`config.mk`:
```
export PLATFORM = sky130hd
export DESIGN_NAME = space_wire_sync_event
export DESIGN_NICKNAME = d
export VERILOG_FILES = /design/src/rtl/space_wire_sync_pkg.sv /design/src/rtl/space_wire_sync_event_ch.sv /design/src/rtl/space_wire_sync_event.sv
export SDC_FILE = /design/constraint.sdc
export NUM_CORES = 1
export LEC_CHECK = 0
export CELL_PAD_IN_SITES_DETAIL_PLACEMENT = 2
export CELL_PAD_IN_SITES_GLOBAL_PLACEMENT = 2
export CORE_ASPECT_RATIO = 0.9
export CORE_MARGIN = 1
export CORE_UTILIZATION = 31
export DETAILED_ROUTE_END_ITERATION = 8
export HOLD_SLACK_MARGIN = 0.15
export PLACE_DENSITY = 0.78
export SLEW_MARGIN = 15
export SYNTH_ARGS = -nofsm -noshare
export SYNTH_HDL_FRONTEND = slang
export SYNTH_SLANG_ARGS = --single-unit
```
`constraint.sdc`:
```
create_clock -name i_clk -period 2.6 [get_ports i_clk]
set_clock_uncertainty 0.05 [all_clocks]
set_input_delay 0.65 -clock i_clk [delete_from_list [all_inputs] [get_ports i_clk]]
set_output_delay 0.65 -clock i_clk [all_outputs]
set_load 0.1 [all_outputs]
```
`src/rtl/space_wire_sync_pkg.sv`:
```
// Purpose: shared constants and helpers for the multi-channel async event synchroniser.
// Latency: n/a (package only).
// Backpressure: n/a (package only).
package space_wire_sync_pkg;

    // Edge selection for which level transitions are counted as events.
    localparam int EDGE_RISE = 0;
    localparam int EDGE_FALL = 1;
    localparam int EDGE_BOTH = 2;

    // Ceiling log2, used to size the glitch-filter counter.
    function automatic int clog2(input int value);
        int res;
        res = 0;
        for (int i = 0; i < 31; i++) begin
            if ((1 << i) < value) begin
                res = i + 1;
            end
        end
        return res;
    endfunction

endpackage

```
`src/rtl/space_wire_sync_event_ch.sv`:
```
// Purpose: one channel: sync chain, optional glitch filter, edge detect, pending-event counter.
// Latency: input change at edge k -> o_event after edge k+SYNC_STAGES+FILTER_LEN+1.
// Backpressure: none; events queue in a saturating counter, drops flag a sticky overflow.
//
// Ports: i_clk/i_reset (async active-high), i_async raw input, i_ack consume strobe,
//        i_clear_ovf overflow clear; o_event/o_count pending state, o_level filtered level,
//        o_overflow sticky drop flag.
module space_wire_sync_event_ch
    import space_wire_sync_pkg::*;
#(
    parameter int SYNC_STAGES = 2,
    parameter int FILTER_LEN  = 0,
    parameter int EDGE_MODE   = 0,
    parameter int CNT_W       = 3,
    parameter bit RESET_LEVEL = 1'b0
) (
    input  logic             i_clk,
    input  logic             i_reset,
    input  logic             i_async,
    input  logic             i_ack,
    input  logic             i_clear_ovf,
    output logic             o_event,
    output logic [CNT_W-1:0] o_count,
    output logic             o_level,
    output logic             o_overflow
);

    localparam logic [CNT_W-1:0] CNT_MAX = {CNT_W{1'b1}};

    logic [SYNC_STAGES-1:0] sync_q;
    logic                   synced;
    logic                   level_q, level_d;
    logic                   level_prev_q;
    logic                   edge_s;
    logic [CNT_W-1:0]       cnt_q, cnt_d;
    logic                   ovf_q, ovf_d;

    assign synced = sync_q[SYNC_STAGES-1];

    always_ff @(posedge i_clk or posedge i_reset) begin
        if (i_reset) begin
            sync_q       <= {SYNC_STAGES{RESET_LEVEL}};
            level_q      <= RESET_LEVEL;
            level_prev_q <= RESET_LEVEL;
            cnt_q        <= '0;
            ovf_q        <= 1'b0;
        end else begin
            sync_q       <= {sync_q[SYNC_STAGES-2:0], i_async};
            level_q      <= level_d;
            level_prev_q <= level_q;
            cnt_q        <= cnt_d;
            ovf_q        <= ovf_d;
        end
    end

    generate
        if (FILTER_LEN == 0) begin : g_nofilt
            always_comb begin
                level_d = synced;
            end
        end else begin : g_filt
            localparam int FCW = (clog2(FILTER_LEN + 1) < 1) ? 1 : clog2(FILTER_LEN + 1);
            logic [FCW-1:0] flt_q, flt_d;

            always_ff @(posedge i_clk or posedge i_reset) begin
                if (i_reset) begin
                    flt_q <= '0;
                end else begin
                    flt_q <= flt_d;
                end
            end

            // A change is accepted once the counter has seen it persist for FILTER_LEN
            // cycles; the level flips on the following edge, so a clean change costs
            // exactly FILTER_LEN extra cycles over the unfiltered path.
            always_comb begin
                flt_d   = flt_q;
                level_d = level_q;
                if (synced != level_q) begin
                    if (flt_q == FCW'(FILTER_LEN)) begin
                        level_d = synced;
                        flt_d   = '0;
                    end else begin
                        flt_d = flt_q + FCW'(1);
                    end
                end else begin
                    flt_d = '0;
                end
            end
        end
    endgenerate

    // Edge strobe is combinational from two registered levels, so it is live in the
    // cycle after the level changes and lands in the counter on the next edge.
    always_comb begin
        edge_s = 1'b0;
        if (EDGE_MODE == EDGE_RISE) begin
            edge_s = level_q & ~level_prev_q;
        end else if (EDGE_MODE == EDGE_FALL) begin
            edge_s = ~level_q & level_prev_q;
        end else begin
            edge_s = level_q ^ level_prev_q;
        end
    end

    // Set of overflow is evaluated after the clear so a simultaneous drop wins.
    always_comb begin
        cnt_d = cnt_q;
        ovf_d = ovf_q;
        if (i_clear_ovf) begin
            ovf_d = 1'b0;
        end
        if (edge_s && !i_ack) begin
            if (cnt_q == CNT_MAX) begin
                ovf_d = 1'b1;
            end else begin
                cnt_d = cnt_q + CNT_W'(1);
            end
        end else if (!edge_s && i_ack && (cnt_q != '0)) begin
            cnt_d = cnt_q - CNT_W'(1);
        end
    end

    assign o_event    = (cnt_q != '0);
    assign o_count    = cnt_q;
    assign o_level    = level_q;
    assign o_overflow = ovf_q;

endmodule

```
`src/rtl/space_wire_sync_event.sv`:
```
// Purpose: NUM_CH independent async status lines -> counted, acknowledgeable events.
// Latency: input change at edge k -> o_event after edge k+SYNC_STAGES+FILTER_LEN+1.
// Backpressure: none; per-channel counters absorb bursts, saturate and flag overflow.
//
// Ports: i_clk, i_reset (async active-high), i_async_in[NUM_CH], i_ack[NUM_CH],
//        i_clear_ovf; o_event[NUM_CH], o_count[NUM_CH*CNT_W] (ch n at [n*CNT_W +: CNT_W]),
//        o_level[NUM_CH], o_overflow[NUM_CH].
module space_wire_sync_event
    import space_wire_sync_pkg::*;
#(
    parameter int NUM_CH      = 4,
    parameter int SYNC_STAGES = 2,
    parameter int FILTER_LEN  = 0,
    parameter int EDGE_MODE   = 0,
    parameter int CNT_W       = 3,
    parameter bit RESET_LEVEL = 1'b0
) (
    input  logic                    i_clk,
    input  logic                    i_reset,
    input  logic [NUM_CH-1:0]       i_async_in,
    input  logic [NUM_CH-1:0]       i_ack,
    input  logic                    i_clear_ovf,
    output logic [NUM_CH-1:0]       o_event,
    output logic [NUM_CH*CNT_W-1:0] o_count,
    output logic [NUM_CH-1:0]       o_level,
    output logic [NUM_CH-1:0]       o_overflow
);

    generate
        if (NUM_CH < 1 || SYNC_STAGES < 2 || EDGE_MODE < EDGE_RISE || EDGE_MODE > EDGE_BOTH ||
            CNT_W < 1 || FILTER_LEN < 0) begin : g_bad_params
            $fatal(1, "space_wire_sync_event: illegal parameter combination");
        end
    endgenerate

    for (genvar g = 0; g < NUM_CH; g++) begin : g_ch
        space_wire_sync_event_ch #(
            .SYNC_STAGES (SYNC_STAGES),
            .FILTER_LEN  (FILTER_LEN),
            .EDGE_MODE   (EDGE_MODE),
            .CNT_W       (CNT_W),
            .RESET_LEVEL (RESET_LEVEL)
        ) u_ch (
            .i_clk       (i_clk),
            .i_reset     (i_reset),
            .i_async     (i_async_in[g]),
            .i_ack       (i_ack[g]),
            .i_clear_ovf (i_clear_ovf),
            .o_event     (o_event[g]),
            .o_count     (o_count[g*CNT_W +: CNT_W]),
            .o_level     (o_level[g]),
            .o_overflow  (o_overflow[g])
        );
    end

endmodule
```
==> reports/qor.txt, run 1 <==
Result of the run - finished, final reports clean
Syn Inst Count - 191
Max-capacitance violation count - 0
Required time of the worst setup path - 2720 ps
Source of the worst register-to-register timing path - g_ch[1].u_ch.level_prev_q$_DFF_PP0_
Count of inserted antenna diode cells - 0
Top library cells by usage in the layout, fill and taps aside - dfrtp_1 (32), buf_4 (32), nor2_1 (20), nand2_1 (11), clkdlybuf4s50_1 (10)
RSZ-0062 raised after global routing - false
Cts repair resizes - 0
Row cnt - 26
Antenna violations before repair - 0
Clock period minus final worst setup slack - 2420 ps
Post-route DRC - 0
HPWL Detailed - 3080 microns
Die Span X - 82.5 microns
Largest net degree at the start of global routing - 33
Detailed-route via count - 1518
Placed standard-cell area - 2070 sq um
Clock transition at path regs - 70 ps
Worst Setup Start Kind - input port
Fraction of the yosys area taken by sequential cells - 0.443
Clock Sinks - 32
Worst min-delay path class - reg -> reg
Last weighted congestion value of the routability-driven placer - 0.710
Core ar. - 5660 sq um
Die area - 6140 sq um
Number of setup violations in the final report - 0
Post-Syn Area per Cell - 9.47 sq um
Maximum fanout along the worst path - 3
Wire length of the first global-routing pass - 7760 microns
Clock buffer depth - 2
Headroom to the max-slew limit - 0.709
Arrival time at the worst endpoint - 2540 ps
Total wirelength of the detailed-routed design - 4560 microns
Post-Synth Adder-Cell Area - 0.0277
Worst reg2reg path depth - 7
Unique masters post-synth - 48
Most used flip-flop cell after synthesis - dfrtp_1
Cells on Worst Hold Path - 0
H-tree depth - 2
IO Port Bufs - 34
Length of the first detailed-routing pass in iterations - 4
Inserted Clock Buffers - 5
Number of global-route vias before repair - 1579
Final critical-path share of the clock period - 0.931
Critical R2R Capture - g_ch[1].u_ch.o_count[1]$_DFFE_PP0P_
Xor and xnor area share after synthesis - 0.0291
Vertical extent of the die - 74.5 microns
Max-slew violation count - 0
Syn Nets - 206
Number of nets in the layout - 227
Multi-input gate area - 807 sq um
Synth Cell Area - 1810 sq um
Hold violation total from the final report - 0
Multiplexer share of the synthesized area - 0.0166
Final antenna-violating net count - 0
Worst min-delay path endpoint - g_ch[2].u_ch.o_level$_DFF_PP0_
Final core occ - 0.384
Largest family of logic cells by synthesized area - compound AO/OA/AOI/OAI gates
Via density per instance - 5.36
Average routed wire per standard cell - 16.1 microns
All-Layer GR Usage - 0.171
Ys async rst share - 1.00
Worst hold path startpoint - g_ch[2].u_ch.sync_q[1]$_DFF_PP0_
Reg area - 801 sq um
Drt first-iter violations - 46
Hold-fix buffer count after cts - 0
Fraction of final layout cells sized beyond drive strength 1 - 0.197
Root buffer cell - clkbuf_8
TritonCTS clock tree - yes
Basic-gate share of the synthesized area counting and, or, nand and nor cells - 0.183
Flip-flop and latch count after synthesis - 32
Setup Fix Bufs, Post-CTS - 0
Finished Cell Area - 2170 sq um
Number of synthesized flops with an enable pin - 0
Crit Path Class - in -> reg
FF-to-FF setup slack - 420 ps
Worst-margin pin slew - 437 ps
Area fraction in compound gates after synthesis - 0.190
Upper clock frequency limit - 0.413 GHz
GR Overflow Total - 0
Yosys Warn Count - 0
Source-to-sink clock delay at the later pin of the worst-skew pair - 280 ps
TNS Setup - 0 ps
Filler cell count - 655
Relative area change from synthesis to final layout - 20.2%
Starting density of the core - 0.319
Critical Path Sink Type - flip-flop
Num ports - 35
-- Yosys cell counts (all sizes together) (4+ instances only) --
master	instances	area (sq um)
or3	5	31.3
nand2	11	41.3
clkbuf	11	42.5
nor3	5	25.0
ha	4	50.1
a211oi	4	30.0
a21oi	8	40.0
inv	8	30.0
dfrtp	32	801
buf	17	128
nor2	20	75.1
nor3b	5	42.5
o21ai	8	40.0
xnor2	5	43.8
nand2b	5	31.3
-- through the flow --
step / worst slack [ps] / std cells / hold slack (ps)
6_report: 179 / 283 / 297
5_1_grt: 83.9 / 283 / 302
4_1_cts: 177 / 283 / 300
3_5_place_dp: -121 / 275 / 286
3_3_place_gp: -52.7 / 275 / 283
2_1_floorplan: 180 / 191 / 281
-- worst max-delay path, stage by stage --
cell             delay, ps
clkdlybuf4s50_1        420
or3b_1                 400
xor2_1                 190
ha_1                   220
inv_1                   50
o311a_2                360
a221o_1                260
-- how the worst max path moves through the flow --
stage,endpoint,start,cells after the start
after global placement,g_ch[0].u_ch.o_count[2]$_DFFE_PP0P_,i_ack[0],7
after floorplan,g_ch[1].u_ch.o_count[1]$_DFFE_PP0P_,g_ch[1].u_ch.o_count[1]$_DFFE_PP0P_,6
after global routing,g_ch[0].u_ch.o_count[1]$_DFFE_PP0P_,i_ack[0],7
final,g_ch[0].u_ch.o_count[2]$_DFFE_PP0P_,i_ack[0],7
after detailed placement,g_ch[0].u_ch.o_count[2]$_DFFE_PP0P_,i_ack[0],7
after CTS,g_ch[0].u_ch.o_count[2]$_DFFE_PP0P_,i_ack[0],7
-- logic make-up (layout without fill, tap and decap cells) --
family                     Yosys count  count (layout)
buffers and inverters               36              58
muxes                                3               3
adders and majority gates            4               4
and+or+nand+nor                     64              64
DFF                                 32              32
AOI/OAI and AO/OA                   46              46
xor gates and xnor gates             6               6
-- sequential cells by signal, indices dropped and copies added (netlist names) --
name	count
g_ch.u_ch.o_overflow	4
g_ch.u_ch.o_count	12
g_ch.u_ch.o_level	4
g_ch.u_ch.level_prev_q	4
g_ch.u_ch.sync_q	8
-- cell type report --
type                       count  share of cell area
clock buffer                   6              0.0334
clock inverter                 2              0.0161
inverter                       8              0.0138
multi-input combinational    123               0.371
sequential                    32               0.368
tap                           70              0.0403
timing repair buffer          42               0.157
-- layer usage --
layer / GRT usage / routed length, microns
met1: 0.216 / 2030
met2: 0.287 / 2290
met3: 0.0417 / 178
met4: 0.0575 / 57
met5: 0 / 0
Power of run 1 is not shown: default switching activity piles up to over one toggle a cycle in this logic, so the estimate is an artifact.
==> run 2, diff against run 1 <==
- CAP_MARGIN: default -> 20
- clock period: 2.6 -> 2.5 ns (I/O delays scaled with it)
==> reports/qor.txt, run 2 (synthesized netlist as in run 1, its figures left out) <==
Post-route DRC - 0 (unchanged)
HPWL Detailed - 3150 microns (+2.2%)
TritonCTS clock tree - yes
Number of global-route vias before repair - 1483 (-6.1%)
Clock Sinks - 32 (unchanged)
Hold violation total from the final report - 0 (unchanged)
GR Overflow Total - 0 (unchanged)
H-tree depth - 2 (unchanged)
Setup Fix Bufs, Post-CTS - 0 (unchanged)
Via density per instance - 5.20 (-3.1%)
All-Layer GR Usage - 0.159 (-0.0118)
Clock transition at path regs - 70 ps (about the same)
Total wirelength of the detailed-routed design - 4440 microns (-2.6%)
Length of the first detailed-routing pass in iterations - 4 (unchanged)
Count of inserted antenna diode cells - 0 (unchanged)
Worst min-delay path class - reg -> reg
Result of the run - finished, final reports clean
Core ar. - 5660 sq um (unchanged)
Hold-fix buffer count after cts - 0 (unchanged)
Filler cell count - 644 (-1.7%)
Final core occ - 0.385 (+0.000663)
Crit Path Class - in -> reg
Cts repair resizes - 0 (unchanged)
Number of setup violations in the final report - 0 (unchanged)
Source-to-sink clock delay at the later pin of the worst-skew pair - 280 ps (about the same)
Inserted Clock Buffers - 5 (unchanged)
Average routed wire per standard cell - 15.6 microns (-2.9%)
Relative area change from synthesis to final layout - 20.4%
Worst-margin pin slew - 421 ps (-15.9 ps)
Worst Setup Start Kind - input port
Row cnt - 26 (unchanged)
Drt first-iter violations - 29 (-37%)
Num ports - 35 (unchanged)
Fraction of final layout cells sized beyond drive strength 1 - 0.206 (+0.00842)
Max-slew violation count - 0 (unchanged)
Top library cells by usage in the layout, fill and taps aside - buf_4 (34), dfrtp_1 (32), nor2_1 (20), nand2_1 (11), clkdlybuf4s50_1 (10)
Root buffer cell - clkbuf_8
Max-capacitance violation count - 0 (unchanged)
Critical Path Sink Type - flip-flop
Die Span X - 82.5 microns (unchanged)
Arrival time at the worst endpoint - 2500 ps (-40 ps)
Required time of the worst setup path - 2610 ps (-110 ps)
IO Port Bufs - 34 (unchanged)
TNS Setup - 0 ps (unchanged)
Worst reg2reg path depth - 7 (unchanged)
Number of flip-flops in the largest register - 12 (unchanged)
Final critical-path share of the clock period - 0.954
Wire length of the first global-routing pass - 7290 microns (-6.0%)
Cells on Worst Hold Path - 0 (unchanged)
Detailed-route via count - 1476 (-2.8%)
Upper clock frequency limit - 0.419 GHz
Antenna violations before repair - 0 (unchanged)
Maximum fanout along the worst path - 3 (unchanged)
Headroom to the max-slew limit - 0.719 (+0.0106)
Final antenna-violating net count - 0 (unchanged)
RSZ-0062 raised after global routing - false
Fin Hold WS - 295 ps (-2.50 ps)
Number of nets in the layout - 229 (+0.88%)
Starting density of the core - 0.319 (unchanged)
Vertical extent of the die - 74.5 microns (unchanged)
Die area - 6140 sq um (unchanged)
Last weighted congestion value of the routability-driven placer - 0.708 (-0.39%)
Clock buffer depth - 2 (unchanged)
Largest net degree at the start of global routing - 33 (unchanged)
Commonest non-fill, non-tap cell in the layout - buf_4
Clock period minus final worst setup slack - 2380 ps
==> run 2: per-layer routing <==
layer | vias up | share of wire | GRT usage
met5 | - | 0 | 0
met4 | 0 | 0.0095 | 0.0402
met3 | 5 | 0.031 | 0.0405
met2 | 23 | 0.47 | 0.258
met1 | 740 | 0.48 | 0.212
li1 | 708 | - | -
==> run 2: worst paths after layout <==
kind	start	endpoint	slack, ps
max reg2reg	g_ch[3].u_ch.level_prev_q$_DFF_PP0_	g_ch[3].u_ch.o_count[1]$_DFFE_PP0P_	450
min reg2reg	g_ch[2].u_ch.sync_q[1]$_DFF_PP0_	g_ch[2].u_ch.o_level$_DFF_PP0_	290
max in group asynchronous	i_reset	g_ch[3].u_ch.o_count[0]$_DFFE_PP0P_	1400
min in group asynchronous	i_reset	g_ch[3].u_ch.level_prev_q$_DFF_PP0_	700
max	i_ack[0]	g_ch[0].u_ch.o_count[2]$_DFFE_PP0P_	120
min	g_ch[2].u_ch.sync_q[1]$_DFF_PP0_	g_ch[2].u_ch.o_level$_DFF_PP0_	290
==> run 2: area by class of cell <==
cell class,count,area [sq um],area share
Clock buffer,7,96.3,0.0443
Multi-Input combinational cell,123,807,0.371
Timing Repair Buffer,44,355,0.163
Inverter,8,30.0,0.0138
Sequential cell,32,801,0.368
Tap cell,70,87.6,0.0402
==> run 2: through the flow <==
stage / instances / setup WS, ps / area, sq um
finish: 284 / 116 / 2180
global route: 284 / 34.2 / 2180
CTS: 284 / 114 / 2180
detailed placement: 277 / -163 / 2080
global placement: 277 / -129 / 2080
floorplan: 191 / 80.2 / 1810
==> run 2: critical path: stages <==
cell	delay (ps)
clkdlybuf4s50_1	410
or3b_1	390
xor2_1	170
ha_1	220
inv_1	50
o311a_2	360
a221o_1	270
Power of run 2 is left out for the same reason.
